--- config.mk ---
export PLATFORM = sky130hd
export DESIGN_NAME = gray_counter_n
export DESIGN_NICKNAME = d
export VERILOG_FILES = /design/src/rtl/gray_counter_n.sv
export SDC_FILE = /design/constraint.sdc
export NUM_CORES = 1
export LEC_CHECK = 0
export ABC_AREA = 1
export CORE_UTILIZATION = 30
export CTS_CLUSTER_DIAMETER = 150
export DETAILED_ROUTE_END_ITERATION = 6
export PLACE_DENSITY = 0.53
export SKIP_LAST_GASP = 1
export SLEW_MARGIN = 20
export SYNTH_ARGS = -nofsm -noshare
export SYNTH_HDL_FRONTEND = slang
export SYNTH_SLANG_ARGS = --single-unit
--- constraint.sdc ---
create_clock -name Clk -period 4 [get_ports Clk]
set_clock_uncertainty 0.05 [all_clocks]
set_input_delay 0.6 -clock Clk [delete_from_list [all_inputs] [get_ports Clk]]
set_output_delay 0.6 -clock Clk [all_outputs]
set_load 0.005 [all_outputs]
--- src/rtl/gray_counter_n.sv ---
// Parametrised Gray-code counter: up/down, synchronous clear, Gray-coded parallel load, sticky wrap flags.
// Define GRAY_CNT_SAT_EN to build the saturating variant (count holds at the ends instead of wrapping).
module gray_counter_n #(
    parameter int               WIDTH    = 3,
    parameter logic [WIDTH-1:0] INIT_BIN = '0
) (
    input  logic             Clk,
    input  logic             Reset_n,
    input  logic             Clr,
    input  logic             Load,
    input  logic [WIDTH-1:0] LoadVal,
    input  logic             En,
    input  logic             Dir,
    output logic [WIDTH-1:0] Output,
    output logic [WIDTH-1:0] Binary,
    output logic             Overflow,
    output logic             Underflow,
    output logic             Term
);

    localparam logic [WIDTH-1:0] INIT_GRAY = INIT_BIN ^ (INIT_BIN >> 1);

    logic [WIDTH-1:0] bin_q, bin_d;
    logic [WIDTH-1:0] gray_q, gray_d;
    logic             ovf_q, ovf_d;
    logic             unf_q, unf_d;
    logic             term_q, term_d;
    logic [WIDTH-1:0] load_bin;
    logic             at_max;
    logic             at_min;

    always_comb begin
        load_bin = '0;
        load_bin[WIDTH-1] = LoadVal[WIDTH-1];
        for (int i = WIDTH - 2; i >= 0; i--) begin
            load_bin[i] = load_bin[i+1] ^ LoadVal[i];
        end
    end

    assign at_max = (bin_q == {WIDTH{1'b1}});
    assign at_min = (bin_q == '0);

    always_comb begin
        bin_d  = bin_q;
        ovf_d  = ovf_q;
        unf_d  = unf_q;
        term_d = 1'b0;
        if (Clr) begin
            bin_d = INIT_BIN;
            ovf_d = 1'b0;
            unf_d = 1'b0;
        end else if (Load) begin
            bin_d = load_bin;
        end else if (En) begin
            if (Dir) begin
                if (at_max) begin
                    ovf_d  = 1'b1;
                    term_d = 1'b1;
`ifdef GRAY_CNT_SAT_EN
                    bin_d  = bin_q;
`else
                    bin_d  = '0;
`endif
                end else begin
                    bin_d = bin_q + 1'b1;
                end
            end else begin
                if (at_min) begin
                    unf_d  = 1'b1;
                    term_d = 1'b1;
`ifdef GRAY_CNT_SAT_EN
                    bin_d  = bin_q;
`else
                    bin_d  = {WIDTH{1'b1}};
`endif
                end else begin
                    bin_d = bin_q - 1'b1;
                end
            end
        end
        // Gray is registered from the next binary value so Output never glitches.
        gray_d = bin_d ^ (bin_d >> 1);
    end

    always_ff @(posedge Clk or negedge Reset_n) begin
        if (!Reset_n) begin
            bin_q  <= INIT_BIN;
            gray_q <= INIT_GRAY;
            ovf_q  <= 1'b0;
            unf_q  <= 1'b0;
            term_q <= 1'b0;
        end else begin
            bin_q  <= bin_d;
            gray_q <= gray_d;
            ovf_q  <= ovf_d;
            unf_q  <= unf_d;
            term_q <= term_d;
        end
    end

    assign Output    = gray_q;
    assign Binary    = bin_q;
    assign Overflow  = ovf_q;
    assign Underflow = unf_q;
    assign Term      = term_q;

endmodule

==> results.yml <==
run_status:
  status: "finished, final reports clean"
clocking:
  clock_path_buffers: 2
  path_clk_slew_ps: 50
  cts_tree: "yes"
  cts_resized: 0
  clock_latency_ps: 250
  cts_buffers: 3
  cts_num_sinks: 8
  h-tree-depth: 1
  postCtsHoldBufs: 0
  cts_root_buf: "clkbuf_4"
  cts_setup_buffers: 0
yosys:
  synth_most_common_cell: "nand2_1"
  seq_area_frac_synth_pct: 32.6
  synthTopCellsByArea: "dfrtp_1, nand2_1, ha_1"
  synth_area_leader_cell: "dfrtp_1"
  synth_area_per_cell_um2: 7.23
  netlist_instances: 85
  synth.cell_area_um2: 614
  yosys-top-cells-count: "nand2_1, inv_1, dfrtp_1, nand3_1, a21oi_1"
  yosys_warnings: 0
  ys.flop_type: "dfrtp_1"
  yosysUniqueCellTypes: 18
  synth_edf_count: 0
  syn_nets: 98
  synth_async_sr_flop_share_pct: 100
  ys_ff_latch: 8
  netlist.area_leader.share_pct: 32.6
critical_path:
  path_cells: "clkdlybuf4s50_1"
  end_kind: "primary output"
  crit_slowest_cell: "clkdlybuf4s50_1"
  crit_fanout: 6
  reg2reg_to: "Output[1]$_DFF_PN0_"
  worst_r2r_startpoint: "Binary[0]$_DFF_PN0_"
  rr_worst_depth: 10
  path_class: "reg2out"
  crit_arrival_ps: 1250
  worstPathRequired_ps: 3350
  cp-start-kind: "flop"
  crit_family: "buffers and inverters"
  critPathMaxStageDelay_ps: 550
  cp.depth: 1
  ff2ff_setup_slack_ps: 2450
  timing.critical_path.buf_inv: 1
global_routing:
  antenna_found_initial: 0
  overflow: 0
  grt_start_max_net_pins: 9
  grt_usage_pct: 11.7
  grt_first_pass_wirelength_um: 1760
  grt_pass1_vias: 414
detailed_routing:
  post-route-drc-count: 0
  wl_met1_um: 523
  drt_iter0_markers: 4
  drt_pass1_iterations: 3
  via_count: 554
  drt_wl_total_um: 1140
  wl_per_cell_um: 8.78
  met2_length_um: 551
  vias_per_cell: 4.26
  wl_met3_um: 66
  dr.max_layer_used: "met3"
  antenna_left: 0
timing:
  fin_crit_ps: 1900
  max_freq_mhz: 526
  max_slew_margin_pct: 73.9
  tightest_slew_ps: 390
  drv_slew: 0
  setup_viol: 0
  rsz0062_at_grt: "no"
  hold_viol_final: 0
  min_period_over_period_pct: 47.5
  tns_ps: 0
  timing.hold.ws_ps: 463
min_path:
  hold_class: "reg2reg"
  whs_path_depth: 2
  hp-start: "Underflow$_DFFE_PN0P_"
  hold_end: "Underflow$_DFFE_PN0P_"
power:
  power.total_uw: 224
  seqPwrFrac_pct: 41.0
  switching_share_pct: 30.1
  internal-power_uw: 156
  p_switching_uw: 67.4
  p_comb_share_pct: 32.3
  power_frac_clock_pct: 26.8
  vdd_ir_drop_max_mv: 0.191
  powerDensity_nw_per_um2: 272
  leakage_uw: 0.000414
floorplan:
  initial_utilization_pct: 31.6
  coreArea_um2: 1940
  rows: 16
  ios: 18
  chipHeight_um: 47.3
  dieArea_um2: 2230
  fp.dieW_um: 47.3
placement:
  place_congestion: 0.803
  dp.final_hpwl_um: 996
  port_buffers: 17
  dp.cells: 127
finish:
  n_antenna_cell: 0
  fin_nets: 118
  area_growth_pct: 33.8
  final_cell_count_no_fill: 130
  drive_above_1_share_pct: 18.4
job:
  cap_viol_max_count: 0
-- flip-flops by register name, indices dropped and copies added (netlist names) --
register,count
Overflow,1
Underflow,1
Term,1
Output,2
Binary,3
-- worst min-delay path: stages, from the launching register on --
cell and delay [ps]:
dfrtp_1 370, inv_1 50, a21oi_1 50
-- power by group through the flow --
| stage | sequential (µW) | combinational (µW) | clock (µW) |
|---|---|---|---|
| after floorplan | 93.0 | 42.9 | 0 |
| after global placement | 93.4 | 72.8 | 0 |
| after detailed placement | 93.2 | 73.0 | 0 |
| after CTS | 91.8 | 73.2 | 62.5 |
| after global routing | 92.6 | 81.3 | 68.4 |
| final | 91.7 | 72.2 | 59.9 |
-- per-layer routing --
layer | up-vias | GRT usage [%]
li1 | 297 | -
met1 | 243 | 15.4
met2 | 14 | 18.4
met3 | 0 | 4.62
met4 | 0 | 1.71
met5 | - | 0
-- per-stage QoR --
step	cell area, µm²	utilization, %	worst slack (ps)
2_1_floorplan	614	-	2580
3_3_place_gp	800	41.2	2000
3_5_place_dp	800	41.2	1990
4_1_cts	822	42.3	2080
5_1_grt	822	42.3	2030
6_report	822	42.3	2100
-- cell type report --
type	instances	area, µm²
fill	210	1120
multi-input combinational	58	329
tap	27	33.8
clock buffer	3	22.5
timing repair buffer	17	170
sequential	8	200
inverter	17	66.3
-- cells in the final DEF (no fill, tap or decap), drive strengths merged --
cell type,synthesis,layout
clkbuf,0,3
nor2,8,8
dfrtp,8,8
nand2,27,27
nand4,1,1
ha,4,4
a21oi,9,9
inv,17,17
nand3,9,9
clkdlybuf4s50,0,17
-- logic make-up (layout without fill, tap and decap cells) --
group	Yosys count	after routing	synth area share (%)
DFF	8	8	32.6
and+or+nand+nor	45	45	35.0
AOI/OAI and AO/OA	9	9	10.4
buffers and inverters	19	37	13.8
adders and majority gates	4	4	8.15
-- how the worst max path moves through the flow --
stage                               end  slack (ps)                 from
finish                        Binary[2]        2100  Binary[2]$_DFF_PN0_
global route                  Binary[2]        2030  Binary[2]$_DFF_PN0_
CTS                           Binary[2]        2080  Binary[2]$_DFF_PN0_
detailed placement  Output[0]$_DFF_PN0_        1990                 Load
global placement    Output[0]$_DFF_PN0_        2000                 Load
floorplan           Output[1]$_DFF_PN0_        2580  Binary[0]$_DFF_PN0_
(Power assumes the default switching activity.)
